[src/rtl/arbiter_pkg.sv]
// Shared types for the line-granular memory arbiter.
// State and operation encodings used by the top and its bench.
package arbiter_pkg;

    typedef enum logic [1:0] {
        ARB_IDLE,
        ARB_BUSY,
        ARB_DONE
    } arb_state_t;

    typedef enum logic {
        OP_READ,
        OP_WRITE
    } arb_op_t;

endpackage

[src/rtl/rr_priority_picker.sv]
// Picks one requester, starting at ptr when rr_en is set, else at index 0.
// Also flags when more than one requester is active.
module rr_priority_picker #(
    parameter int N = 2,
    localparam int PW = $clog2(N)
) (
    input  logic [N-1:0]  req,
    input  logic [PW-1:0] ptr,
    input  logic          rr_en,
    output logic [PW-1:0] winner,
    output logic          valid,
    output logic          multi
);

    int idx;

    always_comb begin
        winner = '0;
        valid  = 1'b0;
        multi  = 1'b0;
        idx    = 0;
        for (int i = 0; i < N; i++) begin
            idx = rr_en ? int'(ptr) + i : i;
            if (idx >= N) begin
                idx = idx - N;
            end
            if (req[idx]) begin
                if (valid) begin
                    multi = 1'b1;
                end else begin
                    winner = PW'(idx);
                    valid  = 1'b1;
                end
            end
        end
    end

endmodule

[src/rtl/mem_arbiter_rr.sv]
// N-port line arbiter: one transaction in flight, request latched at grant,
// response routed back to the granted port only.
import arbiter_pkg::*;

module mem_arbiter_rr #(
    parameter int NUM_PORTS  = 2,
    parameter int ADDR_WIDTH = 32,
    parameter int LINE_WIDTH = 256,
    parameter bit RR_MODE    = 1'b1
) (
    input  logic                            clk,
    input  logic                            rst,
    input  logic [NUM_PORTS-1:0]            req_read,
    input  logic [NUM_PORTS-1:0]            req_write,
    input  logic [NUM_PORTS*ADDR_WIDTH-1:0] req_addr,
    input  logic [NUM_PORTS*LINE_WIDTH-1:0] req_wdata,
    output logic [NUM_PORTS-1:0]            req_resp,
    output logic [LINE_WIDTH-1:0]           req_rdata,
    output logic                            mem_read,
    output logic                            mem_write,
    output logic [ADDR_WIDTH-1:0]           mem_addr,
    output logic [LINE_WIDTH-1:0]           mem_wdata,
    input  logic                            mem_resp,
    input  logic [LINE_WIDTH-1:0]           mem_rdata,
    output logic                            perf_conflict
);

    localparam int PW = $clog2(NUM_PORTS);

    arb_state_t state;
    arb_state_t state_next;
    arb_op_t    op;

    logic [PW-1:0]        rr_ptr;
    logic [PW-1:0]        grant;
    logic [PW-1:0]        winner;
    logic [NUM_PORTS-1:0] req_vec;
    logic                 valid;
    logic                 multi;
    logic                 grant_now;
    logic                 done_now;

    assign req_vec   = req_read | req_write;
    assign grant_now = (state == ARB_IDLE) && valid;
    assign done_now  = (state == ARB_BUSY) && mem_resp;

    rr_priority_picker #(
        .N(NUM_PORTS)
    ) u_picker (
        .req    (req_vec),
        .ptr    (rr_ptr),
        .rr_en  (RR_MODE),
        .winner (winner),
        .valid  (valid),
        .multi  (multi)
    );

    always_ff @(posedge clk) begin
        if (rst) begin
            state <= ARB_IDLE;
        end else begin
            state <= state_next;
        end
    end

    always_comb begin
        state_next = state;
        unique case (state)
            ARB_IDLE: if (valid) state_next = ARB_BUSY;
            ARB_BUSY: if (mem_resp) state_next = ARB_DONE;
            ARB_DONE: state_next = ARB_IDLE;
            default:  state_next = ARB_IDLE;
        endcase
    end

    // A simultaneous read+write on one port resolves to the write.
    always_ff @(posedge clk) begin
        if (rst) begin
            grant     <= '0;
            op        <= OP_READ;
            mem_addr  <= '0;
            mem_wdata <= '0;
            rr_ptr    <= '0;
        end else begin
            if (grant_now) begin
                grant     <= winner;
                op        <= req_write[winner] ? OP_WRITE : OP_READ;
                mem_addr  <= req_addr[int'(winner)*ADDR_WIDTH +: ADDR_WIDTH];
                mem_wdata <= req_wdata[int'(winner)*LINE_WIDTH +: LINE_WIDTH];
            end
            if (done_now && RR_MODE) begin
                if (grant == PW'(NUM_PORTS - 1)) begin
                    rr_ptr <= '0;
                end else begin
                    rr_ptr <= grant + 1'b1;
                end
            end
        end
    end

    assign mem_read  = (state == ARB_BUSY) && (op == OP_READ);
    assign mem_write = (state == ARB_BUSY) && (op == OP_WRITE);
    assign req_rdata = mem_rdata;

    always_comb begin
        req_resp = '0;
        if (done_now) begin
            req_resp[grant] = 1'b1;
        end
    end

    assign perf_conflict = !rst && grant_now && multi;

    a_no_rw: assert property (
        @(posedge clk) disable iff (rst) (req_read & req_write) == '0
    ) else $error("read and write requested together on one port");

endmodule

[config.mk]
export PLATFORM = sky130hd
export DESIGN_NAME = mem_arbiter_rr
export DESIGN_NICKNAME = d
export VERILOG_FILES = /design/src/rtl/arbiter_pkg.sv /design/src/rtl/rr_priority_picker.sv /design/src/rtl/mem_arbiter_rr.sv
export SDC_FILE = /design/constraint.sdc
export NUM_CORES = 1
export LEC_CHECK = 0
export ABC_AREA = 1
export ABC_CLOCK_PERIOD_IN_PS = 2430
export CAP_MARGIN = 0
export CORE_AREA = 3 3 539 541
export CTS_CLUSTER_SIZE = 24
export DETAILED_ROUTE_END_ITERATION = 10
export DIE_AREA = 0 0 542 544
export SLEW_MARGIN = 30
export SYNTH_ARGS = -nofsm -noshare
export SYNTH_HDL_FRONTEND = slang
export SYNTH_SLANG_ARGS = --single-unit
[constraint.sdc]
create_clock -name clk -period 2.43 [get_ports clk]
set_input_delay 0.486 -clock clk [delete_from_list [all_inputs] [get_ports clk]]
set_output_delay 0.486 -clock clk [all_outputs]
set_load 0.02 [all_outputs]
==> flow_summary.json <==
{
  "outcome": "finished clean",
  "timing.final.crit_share_pct": 95.8,
  "clock-sinks": 293,
  "worst_min_path_class": "in2reg",
  "detail_route.iter0.violations": 2384,
  "critical_path.most_common_cell": "buf_4",
  "final_max_slew_viol_count": 0,
  "detail_route.drc_violations": 0,
  "report.final.hold_viol_count": 0,
  "postRouteWirelength_mm": 210,
  "port-buffer-count": 875,
  "die_w_um": 542,
  "setup_ws_ps": 103,
  "worst_setup_hold_path_clk_slew_ps": 70,
  "detail-route-antenna-nets": 0,
  "avgRoutedWirePerCell_um": 28.9,
  "worst_case_hold_path_end_point": "mem_wdata[232]",
  "mappedNetlistArea_um2": 18000,
  "ys_types": 22,
  "cp.arrival_ps": 1840,
  "grt_util_all_layers_pct": 13.6,
  "number_of_hold_buffers_added_after_cts": 0,
  "p_per_area_nw_per_um2": 685,
  "dr_total_vias": 22100,
  "setup_violations": 0,
  "final.setup_skew_ps": 48.3,
  "leakage_uw": 0.0139,
  "fp.dieH_um": 544,
  "fin_nets": 4283,
  "postPlaceCellArea_um2": 30200,
  "holdWs_ps": 238,
  "crit_type": "in2out",
  "h_tree_level_count": 2,
  "actual_transition_at_the_worst_max_transition_pin_ps": 749,
  "clock_tree.buffer_depth": 3,
  "boundaryPins": 1388,
  "ctsRootBufferMaster": "clkbuf_16",
  "placeableCoreArea_um2": 285000,
  "post-place-cells": 7159,
  "critical-path-max-stage-delay_ps": 500,
  "yosysWarnings": 0,
  "hpwlAfterDp_mm": 188,
  "max_cap_viol_count": 0,
  "row_count": 196,
  "avgSynthCellArea_um2": 6.35,
  "pre_cts_setup_slack_ps": -492,
  "post_synthesis_sequential_element_count": 293,
  "area_delta_synth_final_pct": 76.5,
  "reg_to_reg_start": "rr_ptr",
  "clkLatencyLatePin_ps": 680,
  "initial_utilization_pct": 6.31,
  "min_path_cells": 4,
  "setup.worst_path.end_class": "output port",
  "layout.cell_area.non_filler_um2": 31800,
  "tritoncts": "built",
  "worst_slew_margin_rel_pct": 50.1,
  "grt_pass1_wl_mm": 250,
  "power.ir.vdd_worst_mv": 0.485,
  "cell_with_the_largest_stage_delay_on_the_worst_path": "clkdlybuf4s50_1",
  "cp_data_required_time_ps": 1940,
  "reg2reg_setup_slack_ps": 180,
  "max_clock_freq_mhz": 430,
  "reg_to_reg_critical_path_endpoint": "mem_wdata[204]",
  "detail_route.first_pass.iterations": 5,
  "reg2regPathDepth": 11,
  "synthCells": 2833,
  "final_core_utilization_pct": 11.1,
  "grt_pass1_vias": 20000,
  "post-cts-setup-buffer-count": 0,
  "cts_buffers": 44,
  "crit_path_cell_trace": "clkdlybuf4s50_1 -> nor2_2 -> buf_4 -> nand2_1 -> nand2_4 -> nor4_4 -> buf_4 -> buf_12",
  "ys_seq_area_share_pct": 32.6,
  "crit_path_max_fanout": 4,
  "largest_net_degree_at_the_start_of_global_routing": 118,
  "grt_antenna_before_repair": 222,
  "filler_cell_count": 33300,
  "vias_per_inst": 3.04,
  "timing.hold.worst.start": "rst",
  "finalCriticalPeriod_ps": 2330,
  "gp_congestion": 0.950,
  "setup.worst_path.start_class": "primary input",
  "grt.overflow.total": 0,
  "finish.cell_count_without_fillers": 7285,
  "design.die.area_um2": 295000,
  "postSynthNetCount": 3673,
  "final_layout_size_suffix_gt1_share_pct": 8.60
}
placed cells by master, fill, tap and decap left out, drive strengths merged:
| cell | Yosys | final |
|---|---|---|
| dfxtp | 293 | 293 |
| a21oi | 2 | 2 |
| diode | 0 | 47 |
| ha | 1 | 1 |
| clkinv | 0 | 8 |
| o21ai | 2 | 2 |
| nand3 | 869 | 869 |
| buf | 439 | 202 |
| nand2 | 298 | 298 |
| dlygate4sd2 | 0 | 29 |
| a211oi | 1 | 1 |
| nand3b | 1 | 1 |
| inv | 297 | 301 |
| clkdlybuf4s50 | 0 | 813 |
| nor2 | 588 | 588 |
| nor4 | 1 | 1 |
| clkbuf | 41 | 59 |
| clkinvlp | 0 | 4 |
| bufinv | 0 | 4 |
cells by family after synthesis:
logic type	after synthesis	share of synthesized area (%)
adders and majority gates	1	0.0695
buffers and inverters	777	24.1
DFF	293	32.6
and+or+nand+nor	1757	43.1
AOI/OAI and AO/OA	5	0.153
worst max path at each step:
stage	cells past startpoint	from	endpoint	slack (ps)
floorplan	3	rst	perf_conflict	410
global placement	12	req_read[1]	mem_wdata[235]	-510
detailed placement	12	req_read[1]	mem_wdata[116]	-490
CTS	5	state[1]	perf_conflict	20
global route	5	state[0]	req_resp[1]	-10
finish	8	req_write[1]	perf_conflict	100
worst max-delay path, delay by kind of cell:
family	cells	cell delay, ps
and+or+nand+nor	4	390
buffers and inverters	4	940
synthesized netlist by cell type (all sizes together):
library cell	n	area share (%)
nand3b	1	0.042
ha	1	0.069
nor2	588	12
clkbuf	41	0.88
buf	439	17
nand3	869	24
a21oi	2	0.056
nor4	1	0.035
inv	297	6.2
o21ai	2	0.056
a211oi	1	0.042
dfxtp	293	33
nand2	298	6.3
routing by layer:
layer | GRT usage [%] | vias to the layer above | routed length (um) | part of all wire [%]
met3 | 14.6 | 652 | 50600 | 24
met4 | 6.56 | 176 | 11600 | 5.5
met5 | 0 | - | 1200 | 0.57
met1 | 12.7 | 9804 | 66700 | 32
met2 | 18.4 | 1531 | 80300 | 38
li1 | - | 9975 | - | -
final cells by class:
cell class              count  area, um2  share of cell area [%]
repair buffers           1044      10600                    33.3
clock inverters            20        258                   0.811
flip-flops and latches    293       5870                    18.5
multi-input cells        1763       7860                    24.7
clock buffers              59       1260                    3.96
inverters                 297       1120                    3.53
well taps                3762       4710                    14.8
diodes                     47        118                   0.370
flip-flops by register name (all words and copies together), names as in the netlist:
register and flops:
op 1, grant 1, mem_wdata 256, mem_addr 32, state 2, rr_ptr 1
metrics by stage:
step                      power (uW)  TNS [ps]
after floorplan                10600         0
after global placement         14900   -104320
after detailed placement       14900   -109010
after CTS                      22200         0
after global routing           22900     -11.2
final                          21800         0
report_power, final:
part	internal [uW]	switching (uW)	total (uW)
logic	3700	5060	8760
registers	5520	452	5970
clock network	4070	2960	7030
total	13300	8470	21800
repair_timing:
| item | CTS | global route |
|---|---|---|
| gates cloned | 0 | 0 |
| setup endpoints to repair | 30 | 1 |
| resized for setup | 32 | 2 |
(Power assumes the default switching activity.)
